==> config.mk <==
export PLATFORM = sky130hd
export DESIGN_NAME = pipeline_hazard_ctrl_flat
export DESIGN_NICKNAME = d
export VERILOG_FILES = /design/src/rtl/pipe_ctrl_pkg.sv /design/src/rtl/pipeline_hazard_ctrl_if.sv /design/src/rtl/pipe_perf_counters.sv /design/src/rtl/pipeline_hazard_ctrl.sv /design/src/flat_wrapper.sv
export SDC_FILE = /design/constraint.sdc
export NUM_CORES = 1
export LEC_CHECK = 0
export ABC_AREA = 1
export CORE_UTILIZATION = 45
export CTS_CLUSTER_SIZE = 12
export DETAILED_ROUTE_END_ITERATION = 16
export DONT_BUFFER_PORTS = 1
export HOLD_SLACK_MARGIN = 0.03
export PLACE_DENSITY = 0.69
export SYNTH_ARGS = -nofsm -noshare
export SYNTH_HDL_FRONTEND = slang
export SYNTH_SLANG_ARGS = --single-unit
export TNS_END_PERCENT = 10
==> constraint.sdc <==
create_clock -name clk -period 2.8 [get_ports clk]
set_clock_uncertainty 0.2 [all_clocks]
set_input_delay 0.42 -clock clk [delete_from_list [all_inputs] [get_ports clk]]
set_output_delay 0.42 -clock clk [all_outputs]
set_load 0.03 [all_outputs]
==> src/rtl/pipe_ctrl_pkg.sv <==
// Shared types and constants for the pipeline hazard controller.
package pipe_ctrl_pkg;

  typedef enum logic [1:0] {
    RUN      = 2'd0,
    MEM_WAIT = 2'd1,
    ERR      = 2'd2
  } state_t;

  localparam logic [4:0] X0_REG = 5'd0;

  // Load-use hazard: a load in EX writes a register the ID instruction reads.
  function automatic logic load_use_hit(input logic       memread,
                                        input logic [4:0] rd,
                                        input logic [4:0] rs1,
                                        input logic [4:0] rs2,
                                        input logic       uses_rs2);
    return memread && (rd != X0_REG) &&
           ((rd == rs1) || (uses_rs2 && (rd == rs2)));
  endfunction

endpackage

==> src/rtl/pipeline_hazard_ctrl_if.sv <==
// Hazard inputs and pipeline-register control bundle; master = pipeline side, slave = controller.
interface pipeline_hazard_ctrl_if #(parameter int CNT_W = 32) ();

  logic             memread_ex;
  logic [4:0]       rd_ex;
  logic [4:0]       rs1_id;
  logic [4:0]       rs2_id;
  logic             uses_rs2_id;
  logic             branch_mem;
  logic             zero_mem;
  logic             dmem_req;
  logic             dmem_ready;
  logic             pc_write;
  logic             pc_src;
  logic             if_id_write;
  logic             if_id_flush;
  logic             id_ex_write;
  logic             id_ex_flush;
  logic             ex_mem_write;
  logic             ex_mem_flush;
  logic             mem_wb_write;
  logic             halted;
  logic [CNT_W-1:0] stall_cnt;
  logic [CNT_W-1:0] flush_cnt;
  logic [CNT_W-1:0] memwait_cnt;

  modport master (
    output memread_ex, rd_ex, rs1_id, rs2_id, uses_rs2_id,
           branch_mem, zero_mem, dmem_req, dmem_ready,
    input  pc_write, pc_src, if_id_write, if_id_flush, id_ex_write,
           id_ex_flush, ex_mem_write, ex_mem_flush, mem_wb_write, halted,
           stall_cnt, flush_cnt, memwait_cnt
  );

  modport slave (
    input  memread_ex, rd_ex, rs1_id, rs2_id, uses_rs2_id,
           branch_mem, zero_mem, dmem_req, dmem_ready,
    output pc_write, pc_src, if_id_write, if_id_flush, id_ex_write,
           id_ex_flush, ex_mem_write, ex_mem_flush, mem_wb_write, halted,
           stall_cnt, flush_cnt, memwait_cnt
  );

endinterface

==> src/rtl/pipe_perf_counters.sv <==
// Wrapping event counters for load-use stalls, branch flushes and dmem wait cycles.
module pipe_perf_counters #(
  parameter int CNT_W = 32
) (
  input  logic             clk,
  input  logic             reset,
  input  logic             stall_inc,
  input  logic             flush_inc,
  input  logic             memwait_inc,
  output logic [CNT_W-1:0] stall_cnt,
  output logic [CNT_W-1:0] flush_cnt,
  output logic [CNT_W-1:0] memwait_cnt
);

  // Counter registers, one increment per strobed cycle.
  always_ff @(posedge clk) begin
    if (reset) begin
      stall_cnt   <= {CNT_W{1'b0}};
      flush_cnt   <= {CNT_W{1'b0}};
      memwait_cnt <= {CNT_W{1'b0}};
    end else begin
      if (stall_inc)   stall_cnt   <= stall_cnt + CNT_W'(1);
      if (flush_inc)   flush_cnt   <= flush_cnt + CNT_W'(1);
      if (memwait_inc) memwait_cnt <= memwait_cnt + CNT_W'(1);
    end
  end

endmodule

==> src/rtl/pipeline_hazard_ctrl.sv <==
// Pipeline stall/flush sequencer with dmem-wait timeout halt.
// Optional performance counters are built when PERF_CNT_EN is defined.
module pipeline_hazard_ctrl #(
  parameter int MEM_TIMEOUT = 16,
  parameter int CNT_W       = 32
) (
  input  logic                  clk,
  input  logic                  reset,
  pipeline_hazard_ctrl_if.slave hz
);
  import pipe_ctrl_pkg::*;

  localparam int WAIT_W = $clog2(MEM_TIMEOUT + 1);

  state_t            state_r;
  logic [WAIT_W-1:0] wait_ctr_r;
  logic              mem_stall_s;
  logic              taken_s;
  logic              lu_s;
  logic [9:0]        ctrl_s;

  assign mem_stall_s = ((state_r == RUN) && hz.dmem_req && !hz.dmem_ready) ||
                       ((state_r == MEM_WAIT) && !hz.dmem_ready);
  assign taken_s     = hz.branch_mem && hz.zero_mem;
  assign lu_s        = load_use_hit(hz.memread_ex, hz.rd_ex, hz.rs1_id,
                                    hz.rs2_id, hz.uses_rs2_id);

  // Control vector {pc_write, pc_src, if_id_w, if_id_f, id_ex_w, id_ex_f, ex_mem_w, ex_mem_f, mem_wb_w, halted}.
  always_comb begin
    ctrl_s = 10'b1_0_1_0_1_0_1_0_1_0;
    if (reset) begin
      ctrl_s = 10'b0_0_0_1_0_1_0_1_0_0;
    end else if (state_r == ERR) begin
      ctrl_s = 10'b0_0_0_0_0_0_0_0_0_1;
    end else if (mem_stall_s) begin
      ctrl_s = 10'b0_0_0_0_0_0_0_0_0_0;
    end else if (taken_s) begin
      ctrl_s = 10'b1_1_1_1_1_1_1_1_1_0;
    end else if (lu_s) begin
      ctrl_s = 10'b0_0_0_0_1_1_1_0_1_0;
    end else begin
      ctrl_s = 10'b1_0_1_0_1_0_1_0_1_0;
    end
  end

  assign {hz.pc_write, hz.pc_src, hz.if_id_write, hz.if_id_flush, hz.id_ex_write,
          hz.id_ex_flush, hz.ex_mem_write, hz.ex_mem_flush, hz.mem_wb_write,
          hz.halted} = ctrl_s;

  // State machine; wait_ctr_r counts frozen cycles of the current dmem access.
  always_ff @(posedge clk) begin
    if (reset) begin
      state_r    <= RUN;
      wait_ctr_r <= {WAIT_W{1'b0}};
    end else begin
      case (state_r)
        RUN: begin
          if (hz.dmem_req && !hz.dmem_ready) begin
            state_r    <= MEM_WAIT;
            wait_ctr_r <= WAIT_W'(1);
          end else begin
            state_r    <= RUN;
            wait_ctr_r <= {WAIT_W{1'b0}};
          end
        end
        MEM_WAIT: begin
          if (hz.dmem_ready) begin
            state_r    <= RUN;
            wait_ctr_r <= {WAIT_W{1'b0}};
          end else if (wait_ctr_r == WAIT_W'(MEM_TIMEOUT)) begin
            state_r    <= ERR;
          end else begin
            wait_ctr_r <= wait_ctr_r + WAIT_W'(1);
          end
        end
        ERR: begin
          state_r <= ERR;
        end
        default: begin
          state_r    <= ERR;
          wait_ctr_r <= {WAIT_W{1'b0}};
        end
      endcase
    end
  end

`ifdef PERF_CNT_EN
  logic active_s;
  assign active_s = !reset && (state_r != ERR);

  pipe_perf_counters #(.CNT_W(CNT_W)) u_perf (
    .clk         (clk),
    .reset       (reset),
    .stall_inc   (active_s && !mem_stall_s && !taken_s && lu_s),
    .flush_inc   (active_s && !mem_stall_s && taken_s),
    .memwait_inc (active_s && mem_stall_s),
    .stall_cnt   (hz.stall_cnt),
    .flush_cnt   (hz.flush_cnt),
    .memwait_cnt (hz.memwait_cnt)
  );
`else
  assign hz.stall_cnt   = {CNT_W{1'b0}};
  assign hz.flush_cnt   = {CNT_W{1'b0}};
  assign hz.memwait_cnt = {CNT_W{1'b0}};
`endif

endmodule
==> src/flat_wrapper.sv <==
// flat-port wrapper written by rule: the top's interface ports become plain ports
module pipeline_hazard_ctrl_flat import pipe_ctrl_pkg::*;
#(
  parameter int MEM_TIMEOUT = 16,
  parameter int CNT_W       = 32
)
  (clk, reset, hz_memread_ex, hz_rd_ex, hz_rs1_id, hz_rs2_id, hz_uses_rs2_id, hz_branch_mem, hz_zero_mem, hz_dmem_req, hz_dmem_ready, hz_pc_write, hz_pc_src, hz_if_id_write, hz_if_id_flush, hz_id_ex_write, hz_id_ex_flush, hz_ex_mem_write, hz_ex_mem_flush, hz_mem_wb_write, hz_halted, hz_stall_cnt, hz_flush_cnt, hz_memwait_cnt);
  pipeline_hazard_ctrl_if #(.CNT_W(CNT_W)) hz_i ();
  input  logic clk;
  input  logic reset;
  input wire logic [$bits(hz_i.memread_ex)-1:0] hz_memread_ex;
  input wire logic [$bits(hz_i.rd_ex)-1:0] hz_rd_ex;
  input wire logic [$bits(hz_i.rs1_id)-1:0] hz_rs1_id;
  input wire logic [$bits(hz_i.rs2_id)-1:0] hz_rs2_id;
  input wire logic [$bits(hz_i.uses_rs2_id)-1:0] hz_uses_rs2_id;
  input wire logic [$bits(hz_i.branch_mem)-1:0] hz_branch_mem;
  input wire logic [$bits(hz_i.zero_mem)-1:0] hz_zero_mem;
  input wire logic [$bits(hz_i.dmem_req)-1:0] hz_dmem_req;
  input wire logic [$bits(hz_i.dmem_ready)-1:0] hz_dmem_ready;
  output wire logic [$bits(hz_i.pc_write)-1:0] hz_pc_write;
  output wire logic [$bits(hz_i.pc_src)-1:0] hz_pc_src;
  output wire logic [$bits(hz_i.if_id_write)-1:0] hz_if_id_write;
  output wire logic [$bits(hz_i.if_id_flush)-1:0] hz_if_id_flush;
  output wire logic [$bits(hz_i.id_ex_write)-1:0] hz_id_ex_write;
  output wire logic [$bits(hz_i.id_ex_flush)-1:0] hz_id_ex_flush;
  output wire logic [$bits(hz_i.ex_mem_write)-1:0] hz_ex_mem_write;
  output wire logic [$bits(hz_i.ex_mem_flush)-1:0] hz_ex_mem_flush;
  output wire logic [$bits(hz_i.mem_wb_write)-1:0] hz_mem_wb_write;
  output wire logic [$bits(hz_i.halted)-1:0] hz_halted;
  output wire logic [$bits(hz_i.stall_cnt)-1:0] hz_stall_cnt;
  output wire logic [$bits(hz_i.flush_cnt)-1:0] hz_flush_cnt;
  output wire logic [$bits(hz_i.memwait_cnt)-1:0] hz_memwait_cnt;
  assign hz_i.memread_ex = hz_memread_ex;
  assign hz_i.rd_ex = hz_rd_ex;
  assign hz_i.rs1_id = hz_rs1_id;
  assign hz_i.rs2_id = hz_rs2_id;
  assign hz_i.uses_rs2_id = hz_uses_rs2_id;
  assign hz_i.branch_mem = hz_branch_mem;
  assign hz_i.zero_mem = hz_zero_mem;
  assign hz_i.dmem_req = hz_dmem_req;
  assign hz_i.dmem_ready = hz_dmem_ready;
  assign hz_pc_write = hz_i.pc_write;
  assign hz_pc_src = hz_i.pc_src;
  assign hz_if_id_write = hz_i.if_id_write;
  assign hz_if_id_flush = hz_i.if_id_flush;
  assign hz_id_ex_write = hz_i.id_ex_write;
  assign hz_id_ex_flush = hz_i.id_ex_flush;
  assign hz_ex_mem_write = hz_i.ex_mem_write;
  assign hz_ex_mem_flush = hz_i.ex_mem_flush;
  assign hz_mem_wb_write = hz_i.mem_wb_write;
  assign hz_halted = hz_i.halted;
  assign hz_stall_cnt = hz_i.stall_cnt;
  assign hz_flush_cnt = hz_i.flush_cnt;
  assign hz_memwait_cnt = hz_i.memwait_cnt;
  pipeline_hazard_ctrl #(.MEM_TIMEOUT(MEM_TIMEOUT), .CNT_W(CNT_W)) u_core (.clk(clk), .reset(reset), .hz(hz_i));
endmodule
Yosys cells after proc, flatten, opt, wreduce, memory -nomap -nowiden

Index checks and enable logic that the tools add are counted.

Add/subtract/negate cells: 1
Equal/unequal tests: 7
Muxes and demuxes: 13
Bitwise operators: 1
Reductions and logical operators: 14

Operator list:

| operator              | count |
|---|---|
| $mux W10              | 5 |
| $pmux W5 S3           | 1 |
| $eq A5 B5 Y1          | 2 |
| $mux W5               | 2 |
| $logic_and A1 B1 Y1   | 8 |
| $ne A3 B3 Y1 const B  | 2 |
| $add A5 B1 Y5 const B | 1 |
| $eq A5 B5 Y1 const B  | 1 |
| $reduce_bool A5 Y1    | 1 |
| $mux W2               | 2 |
| $pmux W2 S2           | 1 |
| $eq A2 B1 Y1 const B  | 1 |
| $eq A2 B2 Y1 const B  | 1 |
| $logic_not A2 Y1      | 1 |
| $logic_or A1 B1 Y1    | 2 |
| $mux W1               | 2 |
| $reduce_and A2 Y1     | 1 |
| $logic_not A1 Y1      | 1 |
| $not A1 Y1            | 1 |

Bits in registers: 7
Input bits: 23
Output and inout port bits: 106
Word-level logic and storage cells: 38

Longest topological paths before layout

Gate-level depths: netlist (run 1).

Word-level depth: 9
Mapped depth: 10
Mapped depth without buffers: 9

Least setup slack after synthesis (run 1)

Ideal clock, no wire load.

Kind: input to output
From: input hz_dmem_ready
To: output hz_pc_write
Arrival: 1722 ps
Required time: 2180 ps
Setup slack: 458 ps
Stages on the path: 7
Buffers on the path: 1
Path through: inv_1 nand4_2 nand2_1 nor3_2 nand2_1 inv_1 buf_4

Word-level cells in the longest chain between the ends: 6
Elaborated cells between the ends (all ways): 7
Those cells by class: mux (3); reduce/logical (4)

Ends and longest elaborated chain:

| item                                   | RTL line                                               | RTL |
|---|---|---|
| from (decl)                            | flat_wrapper.sv:19                                     | `input wire logic [$bits(hz_i.dmem_ready)-1:0] hz_dmem_ready;` |
| $logic_not A1 Y1 (*)                   | pipeline_hazard_ctrl.sv:22, pipeline_hazard_ctrl.sv:23 |  |
| $logic_and A1 B1 Y1 (on tied branches) | pipeline_hazard_ctrl.sv:22, pipeline_hazard_ctrl.sv:23 |  |
| $logic_or A1 B1 Y1 (*)                 | pipeline_hazard_ctrl.sv:22                             | `assign mem_stall_s = ((state_r == RUN) && hz.dmem_req && !hz.dmem_ready) \|\|` |
| $mux W10 (*)                           | pipeline_hazard_ctrl.sv:35                             | `end else if (mem_stall_s) begin` |
| $mux W10 (*)                           | pipeline_hazard_ctrl.sv:33                             | `end else if (state_r == ERR) begin` |
| $mux W10 (*)                           | pipeline_hazard_ctrl.sv:31                             | `if (reset) begin` |
| to (decl)                              | flat_wrapper.sv:20                                     | `output wire logic [$bits(hz_i.pc_write)-1:0] hz_pc_write;` |

Mark *: on every way between the ends. The rest lies on a longest branch, timed or not.

Worst setup path in the final report (run 1)

From: register u_core.state_r[1]
To: output hz_pc_src

Word-level cells in the longest chain between the ends: 7
Elaborated cells between the ends (all ways): 10
Those cells by class: eq/ne (2); mux (3); reduce/logical (5)

Ends and longest elaborated chain:

| item                             | RTL line                   | RTL |
|---|---|---|
| from (decl)                      | pipeline_hazard_ctrl.sv:15 | `state_t state_r;` |
| from (signal assigned)           | pipeline_hazard_ctrl.sv:53 | `state_r <= RUN;` |
| from (signal assigned)           | pipeline_hazard_ctrl.sv:59 | `state_r <= MEM_WAIT;` |
| from (signal assigned)           | pipeline_hazard_ctrl.sv:62 | `state_r <= RUN;` |
| $logic_not A2 Y1                 | pipeline_hazard_ctrl.sv:22 |  |
| $logic_and A1 B1 Y1 (2 in a row) | pipeline_hazard_ctrl.sv:22 |  |
| $logic_or A1 B1 Y1               | pipeline_hazard_ctrl.sv:22 |  |
| $mux W10                         | pipeline_hazard_ctrl.sv:35 |  |
| $mux W10 (*)                     | pipeline_hazard_ctrl.sv:33 |  |
| $mux W10 (*)                     | pipeline_hazard_ctrl.sv:31 |  |
| to (decl)                        | flat_wrapper.sv:21         | `output wire logic [$bits(hz_i.pc_src)-1:0] hz_pc_src;` |

Marked as above.

==> results of run 1 <==
## synthesized netlist by cell type, drive strengths merged, types with 2 or more instances
cell / number / share of area
buf: 100 / 0.51
nand4: 4 / 0.021
inv: 30 / 0.076
o21ai: 2 / 0.0068
nand3: 10 / 0.037
nand2: 47 / 0.13
a21oi: 7 / 0.031
nor3: 2 / 0.014
or2: 2 / 0.0085
dfxtp: 7 / 0.095
nor2: 14 / 0.044
ha: 2 / 0.017
## metal layers
metal,routed length [um],GRT usage,part of all wire
met1,731,0.106,0.35
met2,985,0.194,0.48
met3,289,0.0524,0.14
met4,65,0.0578,0.031
met5,0,0,0
## sequential cells by signal (all words and copies together), names as in the netlist
signal and flops:
u_core.state_r 2, u_core.wait_ctr_r 5
## cells by family (layout without fill, tap and decap cells)
kind of cell,after synthesis,in the layout,share of synthesized area
compound gates,9,9,0.0381
fa+ha+maj,2,2,0.0169
simple gates,79,79,0.254
other cells,1,96,0.00254
xor+xnor,1,1,0.00593
flops,7,7,0.0949
buf+inv,131,38,0.587
## power breakdown
group,switching (W),leakage (nW),internal (W)
combinational,0.000222,0.687,0.0000260
sequential,0.00000169,0.0567,0.000101
clock,0.0000394,0.0150,0.0000545
total,0.000264,0.758,0.000182
## critical path: cells and delay by family, from the launching register on
family | cells | cell delay, ps
AND/OR/NAND/NOR | 5 | 890
buffers and inverters | 1 | 70
flip-flops | 1 | 390
## path summary, 6_finish.rpt
kind / start / end / slack (ps) / cells after the start
worst max-delay path: u_core.state_r[1] / hz_pc_src / 570 / 6
worst min-delay path: hz_dmem_req / u_core.state_r[0] / 160 / 2
worst max register to register: u_core.wait_ctr_r[0] / u_core.wait_ctr_r[2] / 1340 / 9
worst min register to register: u_core.wait_ctr_r[1] / u_core.wait_ctr_r[1] / 310 / 2
## cell type report
class / count / area, um2
sequential: 7 / 140
tap: 44 / 55.1
multi-input combinational: 187 / 832
clock buffer: 4 / 26.3
inverter: 30 / 113
timing repair buffer: 4 / 45.0
fill: 345 / 1870
## stage by stage
stage	util	std cells	setup slack, ps
after floorplan	-	325	458
after global placement	0.382	271	764
after detailed placement	0.382	271	731
after CTS	0.393	276	535
after global routing	0.393	276	449
final	0.393	276	567
## timing repair
item,4_1_cts,5_1_grt
endpoints found under the hold margin,7,0
setup endpoints to repair,0,0
hold buffers,1,0
==> impl_metrics.py, run 1 <==
metrics = {
    "floorplan": {
        "pin_count": 129,
        "fp.dieW_um": 59.3,
        "fp.dieH_um": 59.3,
        "start_util": 0.480,
        "rows": 20,
        "coreArea_mm2": 0.00308,
        "dieArea_mm2": 0.00351,
    },
    "clock_network": {
        "cts-htree-levels": 1,
        "cts_root_buffer": "clkbuf_4",
        "cts.path.max_buffers": 2,
        "cts_setup_buffers": 0,
        "cts_sinks": 7,
        "tritoncts": "yes",
        "post_cts_resize_count": 0,
        "cts_buffers": 3,
        "clk_transition_reported_paths_ps": 50,
        "clock_latency_ps": 260,
    },
    "sta": {
        "layout_min_cycle_time_ps": 2230,
        "timing.max_slew.rel_slack": 0.618,
        "hold-worst-slack_ps": 159,
        "setup_viol": 0,
        "finalMaxSlewViolations": 0,
        "timing_worst_slew_pin_value_ps": 571,
        "fin_tns_setup_ps": 0,
        "fmax_ghz": 0.448,
        "hold_violations": 0,
        "fin_crit_sh": 0.798,
        "grt_setup_unrepaired": "no",
    },
    "placed_design": {
        "portBuffers": 0,
        "place.detailed.hpwl_mm": 1.83,
        "place.gp.congestion": 0.894,
        "detailed_place.area_mm2": 0.00117,
    },
    "worst_setup_path": {
        "timing_worst_setup_path_type": "flip-flop to output port",
        "critPathLaunchType": "flip-flop",
        "timing.critical_path.required_ps": 2180,
        "type_of_destination_of_the_critical_path": "output port",
        "maximum_fanout_count_along_the_critical_path": 3,
        "timing.critical_path.slowest_stage_cell": "nor2_1",
        "critical_path.cell_chain": "inv_2 > nand4_2 > nand2_1 > nor2_2 > nand3_2 > nor2_1",
        "crit_arrival_ps": 1610,
        "delay_of_the_slowest_cell_on_the_worst_path_ps": 450,
    },
    "global_routing": {
        "first_global_vias": 702,
        "antenna_violations_before_repair": 0,
        "grt_start_max_net_pins": 8,
        "gr-usage-all-layers": 0.110,
        "globalRouteOverflowTotal": 0,
        "grt_first_pass_wirelength_mm": 2.89,
    },
    "synth": {
        "synth.lib_cells_used.distinct": 23,
        "post_synthesis_sequential_element_count": 7,
        "synth-seq-area-share": 0.0949,
        "synth-main-ff-cell": "dfxtp_1",
        "synth_enable_flop_cells": 0,
        "syn_avg_cell_area_um2": 6.42,
        "postSynth.asyncResetShare": 0,
        "number_of_synthesis_warnings": 0,
        "postSynthCellCount": 230,
        "syn-cell-area_mm2": 0.00148,
    },
    "run_status": {
        "run_status": "finished, final reports clean",
    },
    "final_layout": {
        "synthToLayoutAreaGrowth_pct": -18.0,
        "layout_commonest_cell": "conb_1",
        "antenna_cells_inserted": 0,
        "layout.nets": 258,
        "most_frequent_cells_in_the_layout": "96 x conb_1, 43 x nand2_1, 25 x inv_1, 11 x nor2_1, 9 x nand3_1",
        "ratio_of_cells_with_drive_above_1_in_the_final_layout": 0.116,
        "post-route-cell-area_mm2": 0.00121,
    },
    "min_path": {
        "hold_class": "primary input to flip-flop",
    },
    "routing": {
        "drt-pass1-iter-count": 5,
        "detail_route.iter0.violations": 18,
        "dr_total_vias": 1005,
        "vias_per_cell": 3.64,
        "wire_per_inst_um": 7.51,
        "finalWirelength_mm": 2.07,
        "route.antenna.remaining_nets": 0,
        "detail_route.drc_violations": 0,
    },
    "power": {
        "power.ir.vdd_worst_v": 0.000194,
        "power_density_mw_per_mm2": 368,
        "report.power.total_w": 0.000446,
        "power.leakage_nw": 0.758,
    },
    "job": {
        "max_cap_violations": 0,
    },
}
(Power assumes the default switching activity.)
==> run 2: changes to the inputs <==
==> constraint.sdc (replaced) <==
create_clock -name clk -period 2.3 [get_ports clk]
set_clock_uncertainty 0.2 [all_clocks]
set_input_delay 0.345 -clock clk [delete_from_list [all_inputs] [get_ports clk]]
set_output_delay 0.345 -clock clk [all_outputs]
set_load 0.03 [all_outputs]
==> run 2 against run 1 <==
Sequential power increased by 22%. Flip-flop and latch count stayed put. Critical endpoint is now hz_id_ex_flush. Critical path type unchanged. Final cell count is 0.72% higher. Worst hold slack lost 69 ps. Largest power group unchanged. Largest cell class unchanged. Worst setup slack worse by 310 ps. Design area rose by 1.2%.
==> impl_metrics.py, run 2 (synthesis gave the netlist of run 1 again) <==
metrics = {
    "run_status": {
        "run_status": "finished, final reports clean",
    },
    "clock_network": {
        "holdBufCountCts": 1,
        "clock_latency_ps": 260,
        "tritoncts": "yes",
        "clk_transition_reported_paths_ps": 50,
        "cts_setup_buffers": 0,
        "cts_root_buffer": "clkbuf_4",
        "post_cts_resize_count": 0,
        "cts.path.max_buffers": 2,
        "cts_sinks": 7,
        "cts-htree-levels": 1,
        "cts_buffers": 3,
    },
    "final_layout": {
        "top_register": "u_core.wait_ctr_r",
        "synthToLayoutAreaGrowth_pct": -16.9,
        "largest_reg_flops": 5,
        "layout.nets": 260,
        "most_frequent_cells_in_the_layout": "96 x conb_1, 43 x nand2_1, 25 x inv_1, 11 x nor2_1, 9 x nand3_1",
        "antenna_cells_inserted": 0,
        "layout.core_utilization": 0.398,
        "layout_top_registers": "u_core.wait_ctr_r x5, u_core.state_r x2",
        "layout_commonest_cell": "conb_1",
        "ratio_of_cells_with_drive_above_1_in_the_final_layout": 0.124,
    },
    "placed_design": {
        "dpl_worst_slack_ps": 499,
        "place.detailed.hpwl_mm": 1.80,
        "place.gp.congestion": 0.843,
        "portBuffers": 0,
    },
    "power": {
        "power_frac_comb": 0.559,
        "p_int_w": 0.000222,
        "power.leakage_nw": 0.769,
        "share_seq_of_total_power": 0.232,
        "pwr-share-clk": 0.210,
        "power_switching_share": 0.590,
        "power_density_mw_per_mm2": 442,
        "power.ir.vdd_worst_v": 0.000144,
        "power_switching_w": 0.000320,
    },
    "sta": {
        "hold-worst-slack_ps": 90.3,
        "layout_min_cycle_time_ps": 2050,
        "grt_setup_unrepaired": "no",
        "setup_viol": 0,
        "fin_crit_sh": 0.890,
        "fin_tns_setup_ps": 0,
        "postLayoutSetupSlackWorst_ps": 253,
        "fmax_ghz": 0.488,
        "finalMaxSlewViolations": 0,
        "hold_violations": 0,
    },
    "floorplan": {
        "fp.dieH_um": 59.3,
        "fp.dieW_um": 59.3,
        "dieArea_mm2": 0.00351,
        "pin_count": 129,
        "coreArea_mm2": 0.00308,
        "rows": 20,
        "start_util": 0.480,
    },
    "routing": {
        "detail_route.iter0.violations": 24,
        "detail_route.drc_violations": 0,
        "route.antenna.remaining_nets": 0,
        "dr_total_vias": 994,
        "finalWirelength_mm": 2.09,
        "vias_per_cell": 3.58,
        "drt-pass1-iter-count": 3,
        "wire_per_inst_um": 7.53,
    },
    "worst_setup_path": {
        "delay_of_the_slowest_cell_on_the_worst_path_ps": 380,
        "type_of_destination_of_the_critical_path": "output port",
        "critPathLaunchType": "flip-flop",
        "maximum_fanout_count_along_the_critical_path": 3,
        "timing.critical_path.required_ps": 1750,
        "critical_path.most_common_cell": "nand2_1",
        "timing.rr.start": "u_core.wait_ctr_r[0]",
        "timing.critical_path.slowest_stage_cell": "dfxtp_1",
        "timing_worst_setup_path_type": "flip-flop to output port",
        "crit_arrival_ps": 1500,
        "ff2ff_setup_slack_ps": 840,
        "crit_path_start": "u_core.state_r[1]",
        "critical_path.cell_chain": "inv_2 > nand4_2 > nand2_1 > nor2_2 > nand3_2 > nand2_2 > inv_1 > nand2_1",
    },
    "global_routing": {
        "first_global_vias": 762,
        "gr-usage-all-layers": 0.119,
        "globalRouteOverflowTotal": 0,
        "grt_first_pass_wirelength_mm": 3.24,
        "antenna_violations_before_repair": 0,
        "grt_start_max_net_pins": 8,
    },
    "min_path": {
        "hold_class": "primary input to flip-flop",
        "timing.hold.worst.start": "hz_dmem_req",
    },
    "job": {
        "max_cap_violations": 0,
    },
}
## run 2: layout make-up
class / instances / area (um2)
Sequential cell: 7 / 140
Multi-Input combinational cell: 187 / 832
Timing Repair Buffer: 6 / 60.1
Inverter: 30 / 113
Clock buffer: 4 / 26.3
Tap cell: 44 / 55.1
Fill cell: 351 / 1850
## run 2: power groups by stage
stage | Sequential [W] | Combinational [W] | Clock, W
after floorplan | 0.000128 | 0.000411 | 0
after global placement | 0.000128 | 0.000296 | 0
after detailed placement | 0.000128 | 0.000297 | 0
after CTS | 0.000126 | 0.000301 | 0.000116
after global routing | 0.000125 | 0.000325 | 0.000126
final | 0.000126 | 0.000303 | 0.000114
## run 2: worst max-delay path, delay by kind of cell (launching register included)
family	cells	cell delay, ps
AND/OR/NAND/NOR	6	760
buffers and inverters	2	110
flip-flops	1	380
## run 2: per-layer routing
layer  global-route usage  share of wire
met1                0.129           0.35
met2                0.210           0.48
met3               0.0284           0.13
met4               0.0680          0.037
met5                    0              0
## run 2: final timing paths
path / endpoint / cells after the start
worst min-delay path: u_core.state_r[0] / 2
worst max-delay path: hz_id_ex_flush / 8
worst min register to register: u_core.wait_ctr_r[1] / 2
worst max register to register: u_core.wait_ctr_r[2] / 9
## run 2: stage by stage
| step | instance area, um2 | instances | power (W) |
|---|---|---|---|
| 2_1_floorplan | 1830 | 325 | 0.000539 |
| 3_3_place_gp | 1190 | 273 | 0.000424 |
| 3_5_place_dp | 1190 | 273 | 0.000425 |
| 4_1_cts | 1230 | 278 | 0.000542 |
| 5_1_grt | 1230 | 278 | 0.000576 |
| 6_report | 1230 | 278 | 0.000542 |
